$ cat src/rtl/tdc_pkg.sv
// Shared types and constants for the TDC SPI arbitration slice.
package tdc_pkg;

    typedef enum logic {
        ARB_IDLE = 1'b0,
        ARB_WAIT = 1'b1
    } arb_state_t;

    localparam int unsigned TDC_BYTE_W  = 8;
    localparam int unsigned NUM_REQ_MAX = 4;

endpackage

$ cat src/rtl/tdc_spi_arbiter_rr_pick.sv
// Combinational round-robin selector: first pending slot at or after rr_ptr,
// wrapping around to the lowest index.
module rr_pick
    import tdc_pkg::*;
#(
    parameter int unsigned NUM_REQ = 2
) (
    input  logic [NUM_REQ-1:0] pend,
    input  logic [1:0]         rr_ptr,
    output logic [1:0]         grant,
    output logic               valid
);

    // Two passes: slots at/after the pointer first, then the wrapped-around ones.
    always_comb begin
        grant = '0;
        valid = 1'b0;
        for (int unsigned i = 0; i < NUM_REQ; i++) begin
            if (!valid && pend[i] && (2'(i) >= rr_ptr)) begin
                valid = 1'b1;
                grant = 2'(i);
            end
        end
        for (int unsigned i = 0; i < NUM_REQ; i++) begin
            if (!valid && pend[i]) begin
                valid = 1'b1;
                grant = 2'(i);
            end
        end
    end

endmodule

$ cat src/rtl/tdc_spi_arbiter.sv
// Shares one byte-wide SPI master between NUM_REQ requesters: one queued byte
// per requester, round-robin ownership, bus locked to the owner for a CS frame.
module tdc_spi_arbiter
    import tdc_pkg::*;
#(
    parameter int unsigned NUM_REQ     = 2,
    parameter int unsigned TIMEOUT_CYC = 1000
) (
    input  logic                          clk,
    input  logic                          rst,
    input  logic [NUM_REQ-1:0]            req_start,
    input  logic [TDC_BYTE_W*NUM_REQ-1:0] req_mosi,
    input  logic [NUM_REQ-1:0]            req_cs_end,
    output logic [NUM_REQ-1:0]            req_busy,
    output logic [TDC_BYTE_W-1:0]         req_miso,
    output logic [NUM_REQ-1:0]            req_miso_valid,
    output logic                          spi_start,
    output logic [TDC_BYTE_W-1:0]         spi_mosi,
    output logic                          spi_cs_end,
    input  logic                          spi_busy,
    input  logic                          spi_new_data,
    input  logic [TDC_BYTE_W-1:0]         spi_miso,
    output logic [1:0]                    owner,
    output logic                          locked,
    output logic                          err_overrun,
    output logic                          err_timeout
);

    localparam int unsigned      CNT_W    = $clog2(TIMEOUT_CYC + 1);
    localparam logic [CNT_W-1:0] CNT_LAST = CNT_W'(TIMEOUT_CYC - 1);

    if (NUM_REQ < 2 || NUM_REQ > NUM_REQ_MAX) begin : g_bad_num_req
        $error("tdc_spi_arbiter: NUM_REQ out of range");
    end

    arb_state_t            state, state_nxt;
    logic [NUM_REQ-1:0]    pend;
    logic [NUM_REQ-1:0]    cse_q;
    logic [TDC_BYTE_W-1:0] byte_q [NUM_REQ];
    logic [NUM_REQ-1:0]    pick_pend;
    logic [1:0]            rr_ptr;
    logic [1:0]            grant;
    logic [1:0]            owner_next;
    logic                  grant_valid;
    logic [TDC_BYTE_W-1:0] grant_byte;
    logic                  grant_cse;
    logic                  do_pick, do_done, do_tmo;
    logic [CNT_W-1:0]      cnt;

    // A requester is busy while its byte is queued or currently on the wire.
    always_comb begin
        req_busy = '0;
        for (int unsigned i = 0; i < NUM_REQ; i++) begin
            req_busy[i] = pend[i] | ((state == ARB_WAIT) && (owner == 2'(i)));
        end
    end

    // While a frame is open only the owner's slot may be picked.
    always_comb begin
        pick_pend = '0;
        for (int unsigned i = 0; i < NUM_REQ; i++) begin
            pick_pend[i] = pend[i] & (!locked | (owner == 2'(i)));
        end
    end

    rr_pick #(.NUM_REQ(NUM_REQ)) u_pick (
        .pend   (pick_pend),
        .rr_ptr (rr_ptr),
        .grant  (grant),
        .valid  (grant_valid)
    );

    // Fetch the granted slot's byte and frame flag.
    always_comb begin
        grant_byte = '0;
        grant_cse  = 1'b0;
        for (int unsigned i = 0; i < NUM_REQ; i++) begin
            if (grant == 2'(i)) begin
                grant_byte = byte_q[i];
                grant_cse  = cse_q[i];
            end
        end
    end

    // Round-robin successor of the current owner.
    always_comb begin
        owner_next = (owner == 2'(NUM_REQ - 1)) ? 2'd0 : owner + 2'd1;
    end

    // Next-state logic and per-cycle strobes.
    always_comb begin
        state_nxt = state;
        do_pick   = 1'b0;
        do_done   = 1'b0;
        do_tmo    = 1'b0;
        case (state)
            ARB_IDLE: begin
                if (grant_valid && !spi_busy) begin
                    do_pick   = 1'b1;
                    state_nxt = ARB_WAIT;
                end
            end
            ARB_WAIT: begin
                if (spi_new_data) begin
                    do_done   = 1'b1;
                    state_nxt = ARB_IDLE;
                end else if (cnt == CNT_LAST) begin
                    do_tmo    = 1'b1;
                    state_nxt = ARB_IDLE;
                end
            end
            default: state_nxt = ARB_IDLE;
        endcase
    end

    // State register.
    always_ff @(posedge clk) begin
        if (rst) state <= ARB_IDLE;
        else     state <= state_nxt;
    end

    // Slots, SPI handshake, lock/pointer bookkeeping and sticky errors.
    always_ff @(posedge clk) begin
        if (rst) begin
            pend           <= '0;
            cse_q          <= '0;
            for (int unsigned i = 0; i < NUM_REQ; i++) byte_q[i] <= '0;
            rr_ptr         <= '0;
            owner          <= '0;
            locked         <= 1'b0;
            cnt            <= '0;
            spi_start      <= 1'b0;
            spi_mosi       <= '0;
            spi_cs_end     <= 1'b0;
            req_miso       <= '0;
            req_miso_valid <= '0;
            err_overrun    <= 1'b0;
            err_timeout    <= 1'b0;
        end else begin
            spi_start      <= do_pick;
            req_miso_valid <= '0;
            // A granted slot always has its busy flag set, so a clear and a
            // fresh load can never target the same slot in one cycle.
            for (int unsigned i = 0; i < NUM_REQ; i++) begin
                if (do_pick && (grant == 2'(i))) pend[i] <= 1'b0;
                if (req_start[i]) begin
                    if (req_busy[i]) begin
                        err_overrun <= 1'b1;
                    end else begin
                        pend[i]   <= 1'b1;
                        byte_q[i] <= req_mosi[TDC_BYTE_W*i +: TDC_BYTE_W];
                        cse_q[i]  <= req_cs_end[i];
                    end
                end
            end
            if (do_pick) begin
                spi_mosi   <= grant_byte;
                spi_cs_end <= grant_cse;
                owner      <= grant;
                cnt        <= '0;
            end else if (state == ARB_WAIT) begin
                cnt <= cnt + CNT_W'(1);
            end
            if (do_done) begin
                req_miso <= spi_miso;
                for (int unsigned i = 0; i < NUM_REQ; i++) begin
                    if (owner == 2'(i)) req_miso_valid[i] <= 1'b1;
                end
                if (spi_cs_end) begin
                    locked <= 1'b0;
                    rr_ptr <= owner_next;
                end else begin
                    locked <= 1'b1;
                end
            end
            if (do_tmo) begin
                err_timeout <= 1'b1;
                locked      <= 1'b0;
                rr_ptr      <= owner_next;
            end
        end
    end

endmodule

$ cat config.mk
export PLATFORM = sky130hd
export DESIGN_NAME = tdc_spi_arbiter
export DESIGN_NICKNAME = d
export VERILOG_FILES = /design/src/rtl/tdc_pkg.sv /design/src/rtl/tdc_spi_arbiter_rr_pick.sv /design/src/rtl/tdc_spi_arbiter.sv
export SDC_FILE = /design/constraint.sdc
export NUM_CORES = 1
export LEC_CHECK = 0
export CAP_MARGIN = 20
export CORE_MARGIN = 2
export CORE_UTILIZATION = 48
export DETAILED_ROUTE_END_ITERATION = 10
export PLACE_DENSITY = 0.79
export RECOVER_POWER = 100
export SLEW_MARGIN = 20
export SYNTH_ARGS = -nofsm -noshare
export SYNTH_HDL_FRONTEND = slang
export SYNTH_SLANG_ARGS = --single-unit
export TNS_END_PERCENT = 10
$ cat constraint.sdc
create_clock -name clk -period 1.9 [get_ports clk]
set_input_delay 0.19 -clock clk [delete_from_list [all_inputs] [get_ports clk]]
set_output_delay 0.19 -clock clk [all_outputs]
set_load 0.005 [all_outputs]
==> flow_summary.json <==
{
  "outcome": "completed",
  "dp.cells": 329,
  "critPathArrivalTime_ps": 1550,
  "crit_type": "reg2out",
  "num_vias": 1745,
  "required_ps": 1710,
  "critPathMaxFanout": 4,
  "clk_latency_ps": 310,
  "io_pins": 59,
  "yosys.area.top_type": "dfxtp_1",
  "nNetsFinal": 315,
  "drv_cap": 0,
  "start_util": 0.494,
  "ys_seq_elements": 56,
  "total_leakage_power_uw": 0.00113,
  "irDropWorstVdd_mv": 0.430,
  "slew_viol_final": 0,
  "grt_antenna_before_repair": 0,
  "setup.worst_path.end_class": "output port",
  "synth-edff-count": 16,
  "reg2reg_setup_slack_ps": 180,
  "grt_pass1_vias": 1610,
  "clk_pin_slew_ps": 90,
  "postCtsHoldBufs": 0,
  "yosys_most_used_dff": "dfxtp_1",
  "fp.dieW_um": 73.3,
  "antenna_cells": 0,
  "synth_top_area_frac": 0.348,
  "grt_remaining_overflow": 0,
  "yosysWarnings": 0,
  "max_slew_margin": 0.488,
  "seq_area_frac_synth": 0.556,
  "grt_max_degree": 17,
  "worst_slew_pin_slew_ps": 767,
  "dpl.hpwl_mm": 3.25,
  "ys_types": 42,
  "port_buffers": 57,
  "wirelength_mm": 4.42,
  "cts_max_level": 2,
  "nFillCells": 405,
  "setup_tns_ps": 0,
  "fin_cells": 337,
  "syn_nets": 257,
  "fmax_ghz": 0.573,
  "cts_setup_buffers": 0,
  "antenna_left": 0,
  "rows": 25,
  "core_area_um2": 4660,
  "die_area_um2": 5370,
  "fin_crit_ps": 1740,
  "critPathLaunchType": "flop",
  "rsz0062_at_grt": "no",
  "timing.final.ws_setup_ps": 156,
  "synthArstFlopShare": 0,
  "syn_inst": 224,
  "gp_congestion": 0.820,
  "syn_area_um2": 2300,
  "clock-skew-final_ps": 5.86,
  "area_growth_pct": 30.2,
  "cts_tree": "done",
  "grt_pass1_wl_mm": 7.31,
  "avgSynthCellArea_um2": 10.3,
  "via_per_inst": 5.18,
  "yosys-top-cells-area": "dfxtp_1 35%, edfxtp_1 21%, nand2_1 6.0%, and2_1 4.6%, a221o_1 3.9%",
  "first_pass_iters": 7,
  "chipHeight_um": 73.3,
  "power_density_nw_per_um2": 792,
  "drc_errors": 0,
  "finalCritPeriodShare": 0.918,
  "grtUsageTotal": 0.177,
  "cts_buffers": 5,
  "drt_iter0_drc": 125,
  "drive_gt1_frac": 0.0883,
  "finalSetupViolCount": 0,
  "hp-class": "in2reg",
  "place_ws_ps": 166,
  "clock_sinks": 56,
  "cts_buffer_depth": 2,
  "wire_per_inst_um": 13.1,
  "hold_viol": 0,
  "clock-root-buffer": "clkbuf_8"
}
-- what timing repair did --
action,in CTS,in global routing
endpoints found under the setup margin,1,1
pin swaps,0,0
gates resized for setup,1,1
hold endpoints to repair,0,0
-- Yosys cell counts (2+ instances only) --
cell	instances
mux2i_1	3
nor2_1	16
nand4_1	3
o21ai_0	2
nor3_1	6
a21oi_1	12
xnor2_1	6
inv_1	4
a221o_1	9
nor2_2	12
edfxtp_1	16
buf_2	5
and2_1	17
nor2b_1	3
a221oi_1	2
clkbuf_1	2
nand2_1	37
nand2b_1	3
dfxtp_1	40
o211ai_2	2
xor2_1	3
-- registers in the layout, summed over array words and instances (netlist names), 2 cells and up --
register,cells
req_miso,8
pend,2
cnt,10
byte_q,16
cse_q,2
spi_mosi,8
req_miso_valid,2
-- metal layers --
metal / GRT usage / share of wire
met5: 0 / 0
met2: 0.268 / 0.47
met4: 0.0617 / 0.013
met1: 0.243 / 0.46
met3: 0.0508 / 0.048
-- power by group --
group	leakage, µW	switching, µW	internal (µW)
clock	0.0000552	363	391
combinational	0.000575	134	153
sequential	0.000497	34.0	1300
total	0.00113	531	1840
-- area by class of cell --
type | count | area [µm²] | share of cell area
clock inverter | 2 | 35.0 | 0.0117
timing repair buffer | 61 | 594 | 0.198
tap | 54 | 67.6 | 0.0225
clock buffer | 6 | 72.6 | 0.0242
multi-input combinational | 153 | 928 | 0.310
inverter | 5 | 18.8 | 0.00626
sequential | 56 | 1280 | 0.428
-- critical path, stage by stage (launching register included) --
cell and delay [ps]:
dfxtp_1 350, inv_1 170, o21ai_0 140, dlygate4sd3_1 590
-- through the flow --
step / total power, µW / instance area, µm² / hold slack, ps / utilization
after global routing: 2480 / 3000 / 422 / 0.643
after floorplan: 1520 / 2300 / 326 / -
after global placement: 1660 / 2920 / 435 / 0.626
after CTS: 2420 / 3030 / 415 / 0.649
final: 2380 / 3000 / 423 / 0.643
after detailed placement: 1670 / 2920 / 443 / 0.626
-- placed cells by master (no fill, tap or decap), types with 2 or more instances in the layout --
master	instances
edfxtp_1	16
nor2b_1	3
nor2_2	8
clkbuf_8	5
nor3_1	6
dfxtp_1	39
nand2b_1	3
o211ai_1	2
xnor2_1	6
nor2_1	20
nand4_1	3
buf_4	2
clkbuf_1	2
dlygate4sd3_1	24
nand2_1	37
a21oi_1	12
mux2i_1	3
a221oi_1	2
and2_1	7
inv_1	5
a221o_1	9
and2_0	10
xor2_1	3
clkdlybuf4s50_1	33
-- worst paths after layout --
path / startpoint / cells past startpoint / end
min: spi_miso[2] / 3 / req_miso[2]$_SDFFE_PP0P_
max reg2reg: state$_SDFF_PP0_ / 6 / cnt[0]$_SDFFE_PP0P_
min reg2reg: err_timeout$_SDFFE_PP0P_ / 2 / err_timeout$_SDFFE_PP0P_
max: pend[0]$_SDFF_PP0_ / 3 / req_busy[0]
-- cells by family (layout without fill, tap and decap cells) --
logic type / count (synthesis) / count (layout) / share of synthesized area
flip-flops: 56 / 56 / 0.556
AND/OR/NAND/NOR: 106 / 106 / 0.238
XOR/XNOR: 9 / 9 / 0.0342
AO/OA/AOI/OAI: 33 / 33 / 0.119
adder cells (fa/ha/maj): 1 / 1 / 0.00543
buffers and inverters: 15 / 74 / 0.0320
other: 1 / 1 / 0.00163
multiplexers: 3 / 3 / 0.0130
Power figures use the tool's default switching activity.
